<file path="src/rtl/mmio_arbiter.sv">
// Two-requester round-robin arbiter for the single MMIO peripheral bus; one transaction in flight.
// Optional lock-based grant extension is enabled with `define MMIO_ARB_LOCK_EN.
module mmio_arbiter #(
  parameter int RD_LATENCY = 1,
  parameter int MAX_LOCK   = 8
) (
  input  logic        clk,
  input  logic        rst_n,
  input  logic        i_req0,
  input  logic [29:0] i_addr0,
  input  logic [31:0] i_data0,
  input  logic [3:0]  i_mask0,
  input  logic        i_wren0,
  input  logic        i_lock0,
  output logic        o_gnt0,
  output logic        o_rvalid0,
  output logic [31:0] o_rdata0,
  input  logic        i_req1,
  input  logic [29:0] i_addr1,
  input  logic [31:0] i_data1,
  input  logic [3:0]  i_mask1,
  input  logic        i_wren1,
  input  logic        i_lock1,
  output logic        o_gnt1,
  output logic        o_rvalid1,
  output logic [31:0] o_rdata1,
  output logic [29:0] o_mmio_addr,
  output logic [31:0] o_mmio_data,
  output logic [3:0]  o_mmio_mask,
  output logic        o_mmio_wren,
  input  logic [31:0] i_mmio_data
);

  if (RD_LATENCY < 1 || RD_LATENCY > 4 || MAX_LOCK < 2) begin : g_bad_param
    $error("mmio_arbiter: RD_LATENCY must be 1..4 and MAX_LOCK at least 2");
  end

  typedef enum logic {IDLE, RD_WAIT} state_t;

  state_t      state_q, state_d;
  logic        rr_last_q, rr_last_d;
  logic [1:0]  rd_cnt_q, rd_cnt_d;
  logic        rd_owner_q, rd_owner_d;
  logic [29:0] rd_addr_q, rd_addr_d;
  logic        win;
  logic        win_wren;

`ifdef MMIO_ARB_LOCK_EN
  localparam int LCW = $clog2(MAX_LOCK) + 1;
  logic [LCW-1:0] lock_cnt_q, lock_cnt_d;
  logic           lock_hit;
`else
  logic unused_lock;
  assign unused_lock = i_lock0 ^ i_lock1;
`endif

  always_ff @(posedge clk) begin
    if (!rst_n) begin
      state_q    <= IDLE;
      rr_last_q  <= 1'b1;
      rd_cnt_q   <= '0;
      rd_owner_q <= 1'b0;
      rd_addr_q  <= '0;
`ifdef MMIO_ARB_LOCK_EN
      lock_cnt_q <= '0;
`endif
    end else begin
      state_q    <= state_d;
      rr_last_q  <= rr_last_d;
      rd_cnt_q   <= rd_cnt_d;
      rd_owner_q <= rd_owner_d;
      rd_addr_q  <= rd_addr_d;
`ifdef MMIO_ARB_LOCK_EN
      lock_cnt_q <= lock_cnt_d;
`endif
    end
  end

  always_comb begin
    state_d     = state_q;
    rr_last_d   = rr_last_q;
    rd_cnt_d    = rd_cnt_q;
    rd_owner_d  = rd_owner_q;
    rd_addr_d   = rd_addr_q;
    win         = 1'b0;
    win_wren    = 1'b0;
    o_gnt0      = 1'b0;
    o_gnt1      = 1'b0;
    o_rvalid0   = 1'b0;
    o_rvalid1   = 1'b0;
    o_rdata0    = '0;
    o_rdata1    = '0;
    o_mmio_addr = '0;
    o_mmio_data = '0;
    o_mmio_mask = '0;
    o_mmio_wren = 1'b0;
`ifdef MMIO_ARB_LOCK_EN
    lock_cnt_d  = lock_cnt_q;
    lock_hit    = 1'b0;
`endif

    case (state_q)
      IDLE: begin
        if (i_req0 || i_req1) begin
          win = (i_req0 && i_req1) ? ~rr_last_q : i_req1;
`ifdef MMIO_ARB_LOCK_EN
          // The previous winner may keep the bus while locking, up to MAX_LOCK grants in a row.
          lock_hit = (rr_last_q ? (i_req1 && i_lock1) : (i_req0 && i_lock0)) &&
                     (lock_cnt_q < LCW'(MAX_LOCK - 1));
          if (lock_hit) win = rr_last_q;
          lock_cnt_d = lock_hit ? lock_cnt_q + 1'b1 : '0;
`endif
          win_wren    = win ? i_wren1 : i_wren0;
          o_gnt0      = ~win;
          o_gnt1      = win;
          o_mmio_addr = win ? i_addr1 : i_addr0;
          o_mmio_data = win ? i_data1 : i_data0;
          o_mmio_mask = win ? i_mask1 : i_mask0;
          o_mmio_wren = win_wren;
          rr_last_d   = win;
          if (!win_wren) begin
            rd_addr_d  = win ? i_addr1 : i_addr0;
            rd_owner_d = win;
            rd_cnt_d   = 2'(RD_LATENCY - 1);
            state_d    = RD_WAIT;
          end
        end
      end
      RD_WAIT: begin
        o_mmio_addr = rd_addr_q;
        if (rd_cnt_q == 2'd0) begin
          o_rvalid0 = ~rd_owner_q;
          o_rvalid1 = rd_owner_q;
          o_rdata0  = rd_owner_q ? 32'd0 : i_mmio_data;
          o_rdata1  = rd_owner_q ? i_mmio_data : 32'd0;
          state_d   = IDLE;
        end else begin
          rd_cnt_d = rd_cnt_q - 2'd1;
        end
      end
      default: state_d = IDLE;
    endcase

    // Bus is silent while reset is held, even though the outputs are combinational.
    if (!rst_n) begin
      o_gnt0      = 1'b0;
      o_gnt1      = 1'b0;
      o_rvalid0   = 1'b0;
      o_rvalid1   = 1'b0;
      o_rdata0    = '0;
      o_rdata1    = '0;
      o_mmio_addr = '0;
      o_mmio_data = '0;
      o_mmio_mask = '0;
      o_mmio_wren = 1'b0;
    end
  end

endmodule

</file>
<file path="config.mk">
export PLATFORM = sky130hd
export DESIGN_NAME = mmio_arbiter
export DESIGN_NICKNAME = d
export VERILOG_FILES = /design/src/rtl/mmio_arbiter.sv
export SDC_FILE = /design/constraint.sdc
export NUM_CORES = 1
export LEC_CHECK = 0
export BUFFER_PORTS_ARGS = -buffer_cell sky130_fd_sc_hd__buf_2
export CORE_AREA = 3 3 119 121
export DETAILED_ROUTE_END_ITERATION = 8
export DIE_AREA = 0 0 122 124
export PLACE_DENSITY_LB_ADDON = 0.2
export SLEW_MARGIN = 10
export SYNTH_ARGS = -nofsm -noshare
export SYNTH_HDL_FRONTEND = slang
export SYNTH_SLANG_ARGS = --single-unit
</file>
<file path="constraint.sdc">
create_clock -name clk -period 1.6 [get_ports clk]
set_input_delay 0.16 -clock clk [delete_from_list [all_inputs] [get_ports clk]]
set_output_delay 0.16 -clock clk [all_outputs]
set_load 0.05 [all_outputs]
</file>
**Yosys cells after proc, flatten, opt, wreduce, memory -nomap -nowiden**

Index checks and enable logic that the tools add are counted.

- Register bits: 35
- Logic and storage cells: 65

- Add/sub/neg operators: 1
- Eq/ne operators: 3
- Muxes and demuxes: 45
- Bitwise gates (word level): 5
- Reductions and logical operators: 6

Operator list:

| operator | number |
|---|---|
| $mux W32 | 12 |
| $mux W30 | 3 |
| $pmux W30 S2 | 1 |
| $mux W1 | 20 |
| $mux W4 | 4 |
| $mux W2 | 3 |
| $ne A2 B2 Y1 const B | 3 |
| $reduce_and A3 Y1 | 2 |
| $not A1 Y1 | 5 |
| $pmux W2 S2 | 1 |
| $logic_not A2 Y1 | 1 |
| $pmux W1 S2 | 1 |
| $reduce_and A2 Y1 | 1 |
| $sub A2 B1 Y2 const B | 1 |
| $logic_and A1 B1 Y1 | 1 |
| $logic_or A1 B1 Y1 | 1 |

**Depth between registers and ports, before layout**

- Depth after elaboration: 6
- Depth in mapped cells: 7
- Gate-level depth less buffers: 6

**Worst setup path before layout**

OpenSTA, ideal clock, no wires.

- Kind: register to output
- Start point: register rr_last_q
- End point: output port o_mmio_addr[13]
- Data arrival time: 2,065 ps
- Required time: 1,440 ps
- Slack: -625 ps
- Cell stages (with the launch flop): 6
- Buffers on the path: 2
- Cells stage by stage: dfxtp_1 -> a21bo_1 -> buf_2 -> buf_2 -> mux2i_1 -> o21ai_0

- Cells in the longest elaborated chain, start to end: 6

RTL lines:

| what | RTL line | text |
|---|---|---|
| start, declared | 41 | `logic rr_last_q, rr_last_d;` |
| start signal, assigned | 69 | `rr_last_q <= rr_last_d;` |
| $not A1 Y1 | 105 | `win = (i_req0 && i_req1) ? ~rr_last_q : i_req1;` |
| $mux W1 | 105 |  |
| $mux W30 | 116 | `o_mmio_addr = win ? i_addr1 : i_addr0;` |
| $mux W30 | 104 | `if (i_req0 \|\| i_req1) begin` |
| $pmux W30 S2 | 102 | `case (state_q)` |
| $mux W30 | 145 | `if (!rst_n) begin` |
| end, declared | 27 | `output logic [29:0] o_mmio_addr,` |

No other way between the ends.

**Worst setup path after layout**

- Start point: register rr_last_q
- End point: output port o_mmio_addr[26]

The elaborated chain is that of the path after synthesis.

==> summary by stage <==
Clocking
Clock-pin slew was measured on the worst setup and hold paths at 0.05 ns. Clock latency on the worst-skew pair, taken at its later pin, is 0.27 ns. The H-tree depth reported by CTS is 2. In this run the clock root is driven by a clkbuf_16.

Counting along the longest clock path gives a buffer depth of 2. CTS saw 35 sinks. The number of clock buffers added by TritonCTS is 5. Hold repair after CTS inserted 0 buffers. TritonCTS built the clock tree.

Global routing
The global-route congestion overflow total is 0. The number of global-route vias before repair is 4750. The global-route usage over all layers is 21.8%. Entering global routing, the biggest net connects 35 pins.

The global-route wire length before repair is 25900 um. The initial antenna violation count is 0.

Layout
The sequential cell area is 706 um2. The multi-input combinational cells in the finished layout cover a total of 2810 um2. The fraction of layout instances using a drive strength above 1 is 74.2%. The number of standard cells in the layout, taps in and fillers out is 974. After filler insertion, the fill cell instance count of the layout stands at 1102.

The repair_antennas step left the layout with diodes totalling 0. For this run, the post-layout net count is 970. Once layout is complete, the utilization of the core stands at 58.9%. From synthesis to final layout, the design area changed by 164%.

Power and ir drop
The worst voltage drop across the vdd grid is 457 uV. In this run the static leakage power is 3.51 nW. The sum of internal, switching and leakage power is 4.57 mW. The power density of the placed cells is 588 nW/um2.

Status
The flow ran to the end, but the final reports show violations. The checks that failed: negative setup slack.

Floorplan
The area of the placeable core is 13200 um2. Once the floorplan was initialized, standard cells occupied 22.3% of the core. The chip height is 124 um.

Pin placement for this block handled 307 I/O pins. The total die area is 15100 um2. The die is 122 um wide.

The site row count is 42.

Yosys
The number of register bits inferred by synthesis is 35. The register area share after synthesis is 23.9%. In this run the cell area of the synthesized design comes to 2940 um2. Yosys printed 0 warnings. Synthesis produced a netlist whose cell count is 435. After Yosys synthesis, and, or, nand and nor cells account for 30.1% of the synthesized area. Counting distinct cell types in the post-synthesis netlist gives 27. The dominant combinational cell family by area after synthesis is simple AND/OR/NAND/NOR gates. Summing the areas of all xor and xnor instances in the mapped netlist gives 0% of the synthesized area. Averaged over all synthesized cells, the footprint is 6.75 um2. The post-synthesis mux area share is 10.2%. The number of nets in the synthesized netlist is 608. The compound-gate portion of the synthesized area is 27.3%. Of the total synthesized cell area, the portion taken by full adders, half adders and majority gates is 0.426%.

STA
The share of the clock period used by the worst path is 113%. Across the routed clock network, the largest skew measured is 0.00573 ns. The post-layout worst setup margin is -0.209 ns.

The final number of setup-violating endpoints is 135. The number of failing hold endpoints at the final stage was 0. The headroom to the max-slew limit is 71.3%. For this run, the top clock speed supported by timing is 553 MHz. Subtracting the final worst setup slack from the clock period gives 1.81 ns. The number of max-slew violations in the final report is 0.

Setup repair after global routing could not meet its margin everywhere. The transition time of the tightest slew-check pin is 0.429 ns.

Routing
Before antenna repair, the detailed router went through 6 iterations. For this run, design rule violations remaining after detail routing come to 0. After detailed routing, the number of vias per cell comes to 4.88. Dividing the detail-routed wire length by the instance count gives 18.8 um. After detailed routing, the total wire length is 18300 um. The count of vias placed by the detailed router is 4754.

In this run the remaining antenna-violating nets after routing total 0. The starting DRC count in detailed routing is 174.

Hold path
In this run the most critical hold path is launched from rst_n. The worst hold path belongs to the class in -> reg. The worst hold path stage count is 2.

Placed design
Summed over all nets, the half-perimeter wirelength after detailed placement is 11100 um. Routability-driven placement finished with a final weighted congestion of 0.782. The number of port buffers is 304. Counting tap cells, the placed design contains a total of 932 instances.

Worst setup path
STA classifies the critical path endpoint as an output port. In this run the critical register-to-register path is launched from rr_last_q$_SDFFE_PN1P_. The startpoint of the worst setup timing path is rr_last_q$_SDFFE_PN1P_. The critical-path maximum fanout is 7. The data required time of the worst path is 1.44 ns. The nature of the critical path startpoint is a flip-flop. The depth of the worst register-to-register path is 6. Data arrives at the worst endpoint at 1.65 ns.

The path type of the worst setup path is reg -> out.

Job
The max-capacitance violation count is 0.
per-stage QoR:
stage               hold slack, ns  cell area (um2)  TNS (ns)  setup WS [ns]
global route                 0.166             7770    -25.32         -0.272
finish                       0.164             7770    -17.86         -0.209
CTS                          0.159             7480    -16.92         -0.216
global placement             0.426             5520  -0.00626       -0.00597
detailed placement           0.445             5520    -0.207        -0.0491
floorplan                    0.345             3320     -6.27         -0.226
report_power, final:
| group | leakage [nW] | switching (mW) | total, mW | internal [mW] |
|---|---|---|---|---|
| clock | 0.0741 | 0.349 | 0.971 | 0.622 |
| sequential | 0.288 | 0.0389 | 0.983 | 0.944 |
| combinational | 3.15 | 1.45 | 2.62 | 1.16 |
per-layer routing:
metal | vias to the layer above | GRT usage, % | wire length [um] | part of all wire (%)
met5 | - | 0 | 0 | 0
met4 | 0 | 10.5 | 813 | 4.4
met3 | 54 | 5.40 | 1270 | 6.9
met2 | 223 | 39.7 | 9570 | 52
met1 | 2253 | 23.8 | 6690 | 36
li1 | 2224 | - | - | -
Yosys cell counts:
cell type    n  area share, %
a21bo_2      1           0.34
o211ai_1    30            7.7
a21boi_0     1           0.26
clkbuf_1    20            2.6
nor2b_1      1           0.21
ha_1         1           0.43
nor2_1       2           0.26
o311ai_0     1           0.30
o21ai_1     29            4.9
a21bo_1      1           0.34
nand2b_4     1           0.47
nand2b_1     2           0.43
and2b_1      2           0.51
o32a_2       1           0.38
nand2_1    106             14
a21oi_1     38            6.5
a31oi_1      2           0.43
or3_1        1           0.21
o21ai_2      2           0.60
and2_1      66             14
inv_1        4           0.51
o21ai_0     33            5.6
dfxtp_1     35             24
and3_1       2           0.43
buf_2       18            3.1
mux2i_1     30             10
buf_6        5            1.9
cell type report:
type	count	share of cell area, %
Clock buffer	7	1.84
Clock inverter	1	0.113
Inverter	4	0.193
Multi-Input combinational cell	355	36.2
Sequential cell	35	9.08
Tap cell	176	2.83
Timing Repair Buffer	396	49.8
worst paths after layout:
path                                      to  slack, ns
setup reg to reg  rd_addr_q[18]$_SDFFE_PN0P_       0.10
hold / removal        rr_last_q$_SDFFE_PN1P_       0.16
setup / recovery             o_mmio_addr[26]      -0.21
hold reg to reg    rd_addr_q[4]$_SDFFE_PN0P_       0.48
timing repair:
item / CTS / global route
endpoints found under the setup margin: 135 / 147
setup buffers: 17 / 2
resized for setup: 443 / 59
cloned: 13 / 4
pin swaps: 42 / 38
worst max-delay path, stage by stage (launching register included):
cell     delay [ns]
dfxtp_2        0.33
a21bo_4        0.24
buf_12         0.15
buf_12         0.14
mux2i_4        0.19
o21ai_2        0.13
buf_6          0.17
layout by cell type (no fill, tap or decap), drive strengths merged:
cell	n
inv	4
o211ai	30
mux2i	30
a21boi	1
buf	392
a31oi	2
and2b	2
nand2b	3
clkinv	1
nor2	2
nor2b	1
a21oi	38
or3	1
o21ai	65
o32a	1
ha	1
clkbuf	11
nand2	106
dfxtp	35
and2	66
a21bo	3
o311ai	1
and3	2
sequential cells by signal, summed over array words and instances (netlist names):
| register | cells |
|---|---|
| rd_addr_q | 30 |
| state_q | 1 |
| rd_cnt_q | 2 |
| rd_owner_q | 1 |
| rr_last_q | 1 |
cell families after synthesis:
logic type | Yosys count
flops | 35
mux | 30
compound gates | 139
fa+ha+maj | 1
buf+inv | 47
simple gates | 183
No activity file was read; power rests on OpenSTA's default activity.
